==> config.mk <==
export PLATFORM = sky130hd
export DESIGN_NAME = mux_scan_ctrl_flat
export DESIGN_NICKNAME = d
export VERILOG_FILES = /design/src/rtl/mux_scan_ctrl_if.sv /design/src/rtl/mux_scan_ctrl.sv /design/src/flat_wrapper.sv
export SDC_FILE = /design/constraint.sdc
export NUM_CORES = 1
export LEC_CHECK = 0
export BUFFER_PORTS_ARGS = -buffer_cell sky130_fd_sc_hd__buf_2
export CAP_MARGIN = 15
export CELL_PAD_IN_SITES_DETAIL_PLACEMENT = 0
export CELL_PAD_IN_SITES_GLOBAL_PLACEMENT = 2
export CORE_MARGIN = 8
export CORE_UTILIZATION = 34
export DETAILED_ROUTE_END_ITERATION = 7
export GPL_TIMING_DRIVEN = 1
export PLACE_DENSITY = 0.86
export SKIP_CTS_REPAIR_TIMING = 1
export SLEW_MARGIN = 20
export SYNTH_ARGS = -nofsm -noshare
export SYNTH_HDL_FRONTEND = slang
export SYNTH_SLANG_ARGS = --single-unit
==> constraint.sdc <==
create_clock -name clk -period 2.4 [get_ports clk]
set_clock_uncertainty 0.1 [all_clocks]
set_input_delay 0 -clock clk [delete_from_list [all_inputs] [get_ports clk]]
set_output_delay 0 -clock clk [all_outputs]
set_load 0.02 [all_outputs]
==> src/rtl/mux_scan_ctrl_if.sv <==
// mux_scan_ctrl_if
//   Frame handshake between the mux scan sequencer (master) and the frame
//   consumer (slave). The frame is qualified by frame_valid and retired on
//   the clock edge where frame_valid and frame_ready are both high.
//
//   frame_out    master -> slave   4-bit packed frame, bit c = channel c
//   frame_valid  master -> slave   frame_out holds a complete frame
//   frame_ready  slave  -> master  consumer accepts the frame
interface mux_scan_ctrl_if;
  logic [3:0] frame_out;
  logic       frame_valid;
  logic       frame_ready;

  modport master (
    output frame_out,
    output frame_valid,
    input  frame_ready
  );

  modport slave (
    input  frame_out,
    input  frame_valid,
    output frame_ready
  );
endinterface

==> src/rtl/mux_scan_ctrl.sv <==
// mux_scan_ctrl
//   Select sequencer for a 4:1 mux. A start request steps sel through
//   channels 0..3. On each channel it waits SETTLE cycles, then samples
//   mux_y for one cycle. The four samples are packed into a 4-bit frame,
//   which is offered to the consumer on a valid/ready handshake.
//
//   Parameters
//     SETTLE       idle cycles after each select change before sampling (0..15)
//   Ports
//     clk          rising-edge clock
//     rst          synchronous, active-high reset
//     start        scan request, only looked at while idle
//     sel          mux select (drives mux S[1:0])
//     mux_y        mux output Y
//     busy         high whenever a scan or an unaccepted frame is in flight
//     frame        frame handshake (master side)
//
//   state      | meaning
//   -----------+-------------------------------------------------------
//   ST_IDLE    | waiting for start; last frame_out still visible
//   ST_SETTLE  | select just changed, counting settle cycles
//   ST_SAMPLE  | capture mux_y for the current sel, then advance
//   ST_HOLD    | frame presented, waiting for frame_ready
module mux_scan_ctrl #(
  parameter int unsigned SETTLE = 1
) (
  input  logic                   clk,
  input  logic                   rst,
  input  logic                   start,
  output logic [1:0]             sel,
  input  logic                   mux_y,
  output logic                   busy,
  mux_scan_ctrl_if.master        frame
);

  // Terminal count of the settle counter. Unused when SETTLE is 0 because
  // the FSM bypasses ST_SETTLE entirely in that case.
  localparam logic [3:0] SETTLE_LAST = (SETTLE == 0) ? 4'd0 : 4'(SETTLE - 1);
  localparam bit         NO_SETTLE   = (SETTLE == 0);

  typedef enum logic [1:0] {
    ST_IDLE   = 2'd0,
    ST_SETTLE = 2'd1,
    ST_SAMPLE = 2'd2,
    ST_HOLD   = 2'd3
  } state_t;

  state_t     state,     state_nxt;
  logic [1:0] sel_q,     sel_nxt;
  logic [3:0] cnt_q,     cnt_nxt;
  logic [3:0] shadow_q,  shadow_nxt;
  logic [3:0] frame_q,   frame_nxt;
  logic       valid_q,   valid_nxt;

  always_ff @(posedge clk) begin
    if (rst) begin
      state    <= ST_IDLE;
      sel_q    <= 2'd0;
      cnt_q    <= 4'd0;
      shadow_q <= 4'd0;
      frame_q  <= 4'd0;
      valid_q  <= 1'b0;
    end else begin
      state    <= state_nxt;
      sel_q    <= sel_nxt;
      cnt_q    <= cnt_nxt;
      shadow_q <= shadow_nxt;
      frame_q  <= frame_nxt;
      valid_q  <= valid_nxt;
    end
  end

  always_comb begin
    state_nxt  = state;
    sel_nxt    = sel_q;
    cnt_nxt    = cnt_q;
    shadow_nxt = shadow_q;
    frame_nxt  = frame_q;
    valid_nxt  = valid_q;

    case (state)
      ST_IDLE: begin
        if (start) begin
          sel_nxt    = 2'd0;
          cnt_nxt    = 4'd0;
          shadow_nxt = 4'd0;
          state_nxt  = NO_SETTLE ? ST_SAMPLE : ST_SETTLE;
        end
      end

      ST_SETTLE: begin
        cnt_nxt = cnt_q + 4'd1;
        if (cnt_q == SETTLE_LAST) begin
          state_nxt = ST_SAMPLE;
        end
      end

      ST_SAMPLE: begin
        shadow_nxt[sel_q] = mux_y;
        if (sel_q != 2'd3) begin
          sel_nxt   = sel_q + 2'd1;
          cnt_nxt   = 4'd0;
          state_nxt = NO_SETTLE ? ST_SAMPLE : ST_SETTLE;
        end else begin
          // The channel-3 sample is merged straight into the frame since
          // shadow[3] only lands on this same edge.
          frame_nxt = {mux_y, shadow_q[2:0]};
          valid_nxt = 1'b1;
          sel_nxt   = 2'd0;
          state_nxt = ST_HOLD;
        end
      end

      ST_HOLD: begin
        if (valid_q && frame.frame_ready) begin
          valid_nxt = 1'b0;
          state_nxt = ST_IDLE;
        end
      end

      default: begin
        state_nxt = ST_IDLE;
      end
    endcase
  end

  assign sel               = sel_q;
  assign busy              = (state != ST_IDLE);
  assign frame.frame_out   = frame_q;
  assign frame.frame_valid = valid_q;

endmodule
==> src/flat_wrapper.sv <==
// flat-port wrapper written by rule: the top's interface ports become plain ports
module mux_scan_ctrl_flat 
#(
  parameter int unsigned SETTLE = 1
)
  (clk, rst, start, sel, mux_y, busy, frame_frame_out, frame_frame_valid, frame_frame_ready);
  mux_scan_ctrl_if frame_i ();
  input  logic clk;
  input  logic rst;
  input  logic start;
  output logic [1:0] sel;
  input  logic mux_y;
  output logic busy;
  output wire logic [$bits(frame_i.frame_out)-1:0] frame_frame_out;
  output wire logic [$bits(frame_i.frame_valid)-1:0] frame_frame_valid;
  input wire logic [$bits(frame_i.frame_ready)-1:0] frame_frame_ready;
  assign frame_frame_out = frame_i.frame_out;
  assign frame_frame_valid = frame_i.frame_valid;
  assign frame_i.frame_ready = frame_frame_ready;
  mux_scan_ctrl #(.SETTLE(SETTLE)) u_core (.clk(clk), .rst(rst), .start(start), .sel(sel), .mux_y(mux_y), .busy(busy), .frame(frame_i));
endmodule
==> key figures <==
Status
  – Status: finished clean

Placed design
  – Placed Area: 853 um^2
  – DP HPWL: 1150 um
  – PortBufs: 12
  – Placer Congestion: 0.743

Worst setup path
  – CP Capture Type: flip-flop
  – CP Cell Sequence: ha_1 -> nand3b_1 -> mux2i_1 -> nor2_1 -> dlygate4sd3_1
  – Worst setup SP type: flip-flop
  – WP data required: 2.48 ns
  – Critical R2R Launch: u_core.sel[0]
  – Crit Path Class: reg -> reg
  – Critical-path top delay cell: dlygate4sd3_1
  – Crit path max fanout: 6
  – Family with the most delay on the worst path: buffers and inverters
  – R2R depth: 5
  – Worst R2R End: u_core.frame.frame_out[3]
  – Crit path DAT: 2.02 ns
  – Reg2reg setup slack: 0.45 ns
  – CP Buf/Inv Count: 1
  – Slowest Stage Delay on Critical Path: 0.55 ns

Synth
  – Area contributors post-synth: dfxtp_1 (41%), ha_1 (9.6%), mux2i_1 (5.1%)
  – Post-Syn Area: 778 um^2
  – Syn Inst Count: 87
  – Total of warnings raised by yosys: 0
  – Area fraction of the dominant cell type after synthesis: 0.412
  – Synth Net Count: 98
  – Number of synthesized flops with an enable pin: 0
  – Async SR Flop Fraction: 0
  – Seq cells post-synth: 16
  – Sequential area share after synthesis: 0.412
  – Netlist cell types: 30
  – Synthesized area per cell: 8.95 um^2
  – Post-synth top area cell: dfxtp_1
  – Main synth FF type: dfxtp_1

STA
  – Fin. Hold Viols: 0
  – Worst slew pin tran: 0.410 ns
  – # setup viols final: 0
  – RSZ-0062 raised after global routing: no
  – FMAX: 0.514 GHz
  – Setup TNS: 0 ns
  – Slew Viols, Final: 0
  – Min Tclk post-route: 1.95 ns
  – Final Cycle Share: 0.811
  – Slew margin rel.: 0.726

Route
  – TritonRoute pass-1 iters: 3
  – Final ANT Viol Nets: 0
  – Average wire per standard cell: 11.9 um
  – DR DRC count: 0
  – Vias per inst: 4.97
  – Total Routed Length: 1570 um
  – DRT iter0 DRCs: 24
  – Vias: 656

Die
  – Core area: 0.00219 mm^2
  – Initial core utilization: 0.355
  – Die H: 63.8 um
  – Die X-Extent: 63.8 um
  – Site row count: 17
  – Ports: 13
  – Die area: 0.00408 mm^2

Power and ir drop
  – Maximum VDD drop: 0.000261 V
  – Combinational Power Share: 0.126
  – P_sw: 135 uW
  – Internal: 394 uW
  – Clk pwr share: 0.333
  – Reg power frac: 0.541
  – Leakage power: 0.415 nW
  – Pwr/cell area: 569 mW/mm^2
  – Sw Ratio: 0.255

Global routing
  – Number of global-route vias before repair: 587
  – Antenna violations before repair: 0
  – Total track usage: 0.0795
  – Wire length of the first global-routing pass: 2690 um
  – Grt total ovfl: 0
  – Largest net degree at the start of global routing: 15

Hold path
  – Hold EP: u_core.cnt_q[1]
  – Hold depth: 4
  – Worst Hold Class: in -> reg
  – Hold path startpoint: start

Cells and area
  – Register Area: 320 um^2
  – Share of layout cells above drive strength 1: 0.173
  – Final net count: 116
  – Area Growth Syn to Fin: 19.5%
  – Diodes inserted: 0
  – Final Cell Area: 930 um^2
  – Area of the multi-input gates: 412 um^2
  – Fillcell total: 226

Clock tree
  – H-tree Lvls: 1
  – Skew-Pair Late Insertion Delay: 0.28 ns
  – CTS tree: yes
  – Cts bufs inserted: 3
  – Clk buf depth: 2
  – Clk slew on worst S/H paths: 0.09 ns
  – Root buf cell: clkbuf_4
  – Clock sink count: 16

Run
  – Max-capacitance violation count: 0
==> logic make-up (layout without fill, tap and decap cells) <==
logic type      Yosys count  count (layout)  share of synthesized area
compound gates           24              24                      0.206
fa+ha+maj                 6               6                     0.0965
buf+inv                  10              27                     0.0595
flops                    16              16                      0.412
mux                       4               4                     0.0514
simple gates             27              27                      0.175
==> cell type report <==
cell class                 count  area share
tap                           28      0.0377
timing repair buffer          16       0.108
sequential                    16       0.345
multi-input combinational     61       0.443
clock buffer                   4      0.0390
inverter                       7      0.0283
==> how the worst max path moves through the flow <==
stage / startpoint / to / cells past startpoint
after global placement: u_core.state[0] / u_core.cnt_q[2] / 3
final: u_core.sel[0] / u_core.frame.frame_out[3] / 5
after detailed placement: u_core.state[0] / u_core.cnt_q[2] / 3
after global routing: u_core.sel[0] / u_core.frame.frame_out[3] / 5
after CTS: u_core.state[0] / u_core.cnt_q[2] / 3
after floorplan: u_core.sel[0] / u_core.frame.frame_out[0] / 4
==> placed cells by master, fill, tap and decap left out <==
master	Yosys	layout
o21ai_0	7	7
clkbuf_8	0	1
o21a_1	1	1
a311oi_1	1	1
nand3_1	2	2
o221ai_1	1	1
inv_2	1	1
o21ba_2	1	1
mux2i_1	4	4
o21bai_1	1	1
dfxtp_1	16	16
and4_1	1	1
ha_1	6	6
nand2_1	6	6
a32o_1	3	3
a2bb2oi_1	1	1
a32oi_1	1	1
nand2b_1	2	2
a21oi_1	7	7
nand4_1	1	1
nor2b_1	1	1
dlygate4sd3_1	0	4
and2b_1	1	1
nor2_1	9	9
nor3_1	1	1
buf_2	1	12
clkbuf_4	0	3
inv_1	6	6
or4_1	1	1
nand3b_1	1	1
nor4b_1	1	1
==> flip-flops by register name, indices dropped and copies added (netlist names) <==
name / count
u_core.cnt_q: 4
u_core.frame.frame_out: 4
u_core.frame.frame_valid: 1
u_core.shadow_q: 3
u_core.state: 2
u_core.sel: 2
==> Yosys cell counts, drive strengths merged, types with 2 or more instances <==
| library cell | instances |
|---|---|
| nand3 | 2 |
| nand2b | 2 |
| mux2i | 4 |
| ha | 6 |
| dfxtp | 16 |
| nor2 | 9 |
| o21ai | 7 |
| a32o | 3 |
| buf | 2 |
| a21oi | 7 |
| inv | 7 |
| nand2 | 6 |
==> metal layers <==
layer / GRT usage / up-vias / routed length (um)
li1: - / 348 / -
met4: 0.0418 / 0 / 14
met3: 0.0296 / 2 / 81
met5: 0 / - / 0
met1: 0.0936 / 300 / 750
met2: 0.123 / 6 / 725
==> through the flow <==
| step | instances | hold slack, ns | setup WS [ns] | power, mW | util |
|---|---|---|---|---|---|
| final | 132 | 0.0414 | 0.453 | 0.529 | 0.424 |
| after global routing | 132 | 0.0914 | 0.334 | 0.564 | 0.424 |
| after CTS | 128 | -0.130 | 0.945 | 0.533 | 0.406 |
| after detailed placement | 124 | 0.169 | 0.963 | 0.356 | 0.389 |
| after global placement | 124 | 0.160 | 0.999 | 0.356 | 0.389 |
| after floorplan | 87 | -0.0279 | 1.01 | 0.340 | - |
==> worst reg2reg max path, stage by stage, from the launching register on <==
cell and delay, ns:
dfxtp_1 0.42, ha_1 0.25, nand3b_1 0.25, mux2i_1 0.22
nor2_1 0.05, dlygate4sd3_1 0.55
==> power groups by stage <==
stage,combinational (mW),clock (mW),sequential (mW)
after floorplan,0.0542,0,0.286
after global routing,0.0767,0.199,0.288
final,0.0666,0.176,0.286
after CTS,0.0636,0.183,0.286
after global placement,0.0640,0,0.292
after detailed placement,0.0633,0,0.292
No activity file was read; power rests on OpenSTA's default activity.
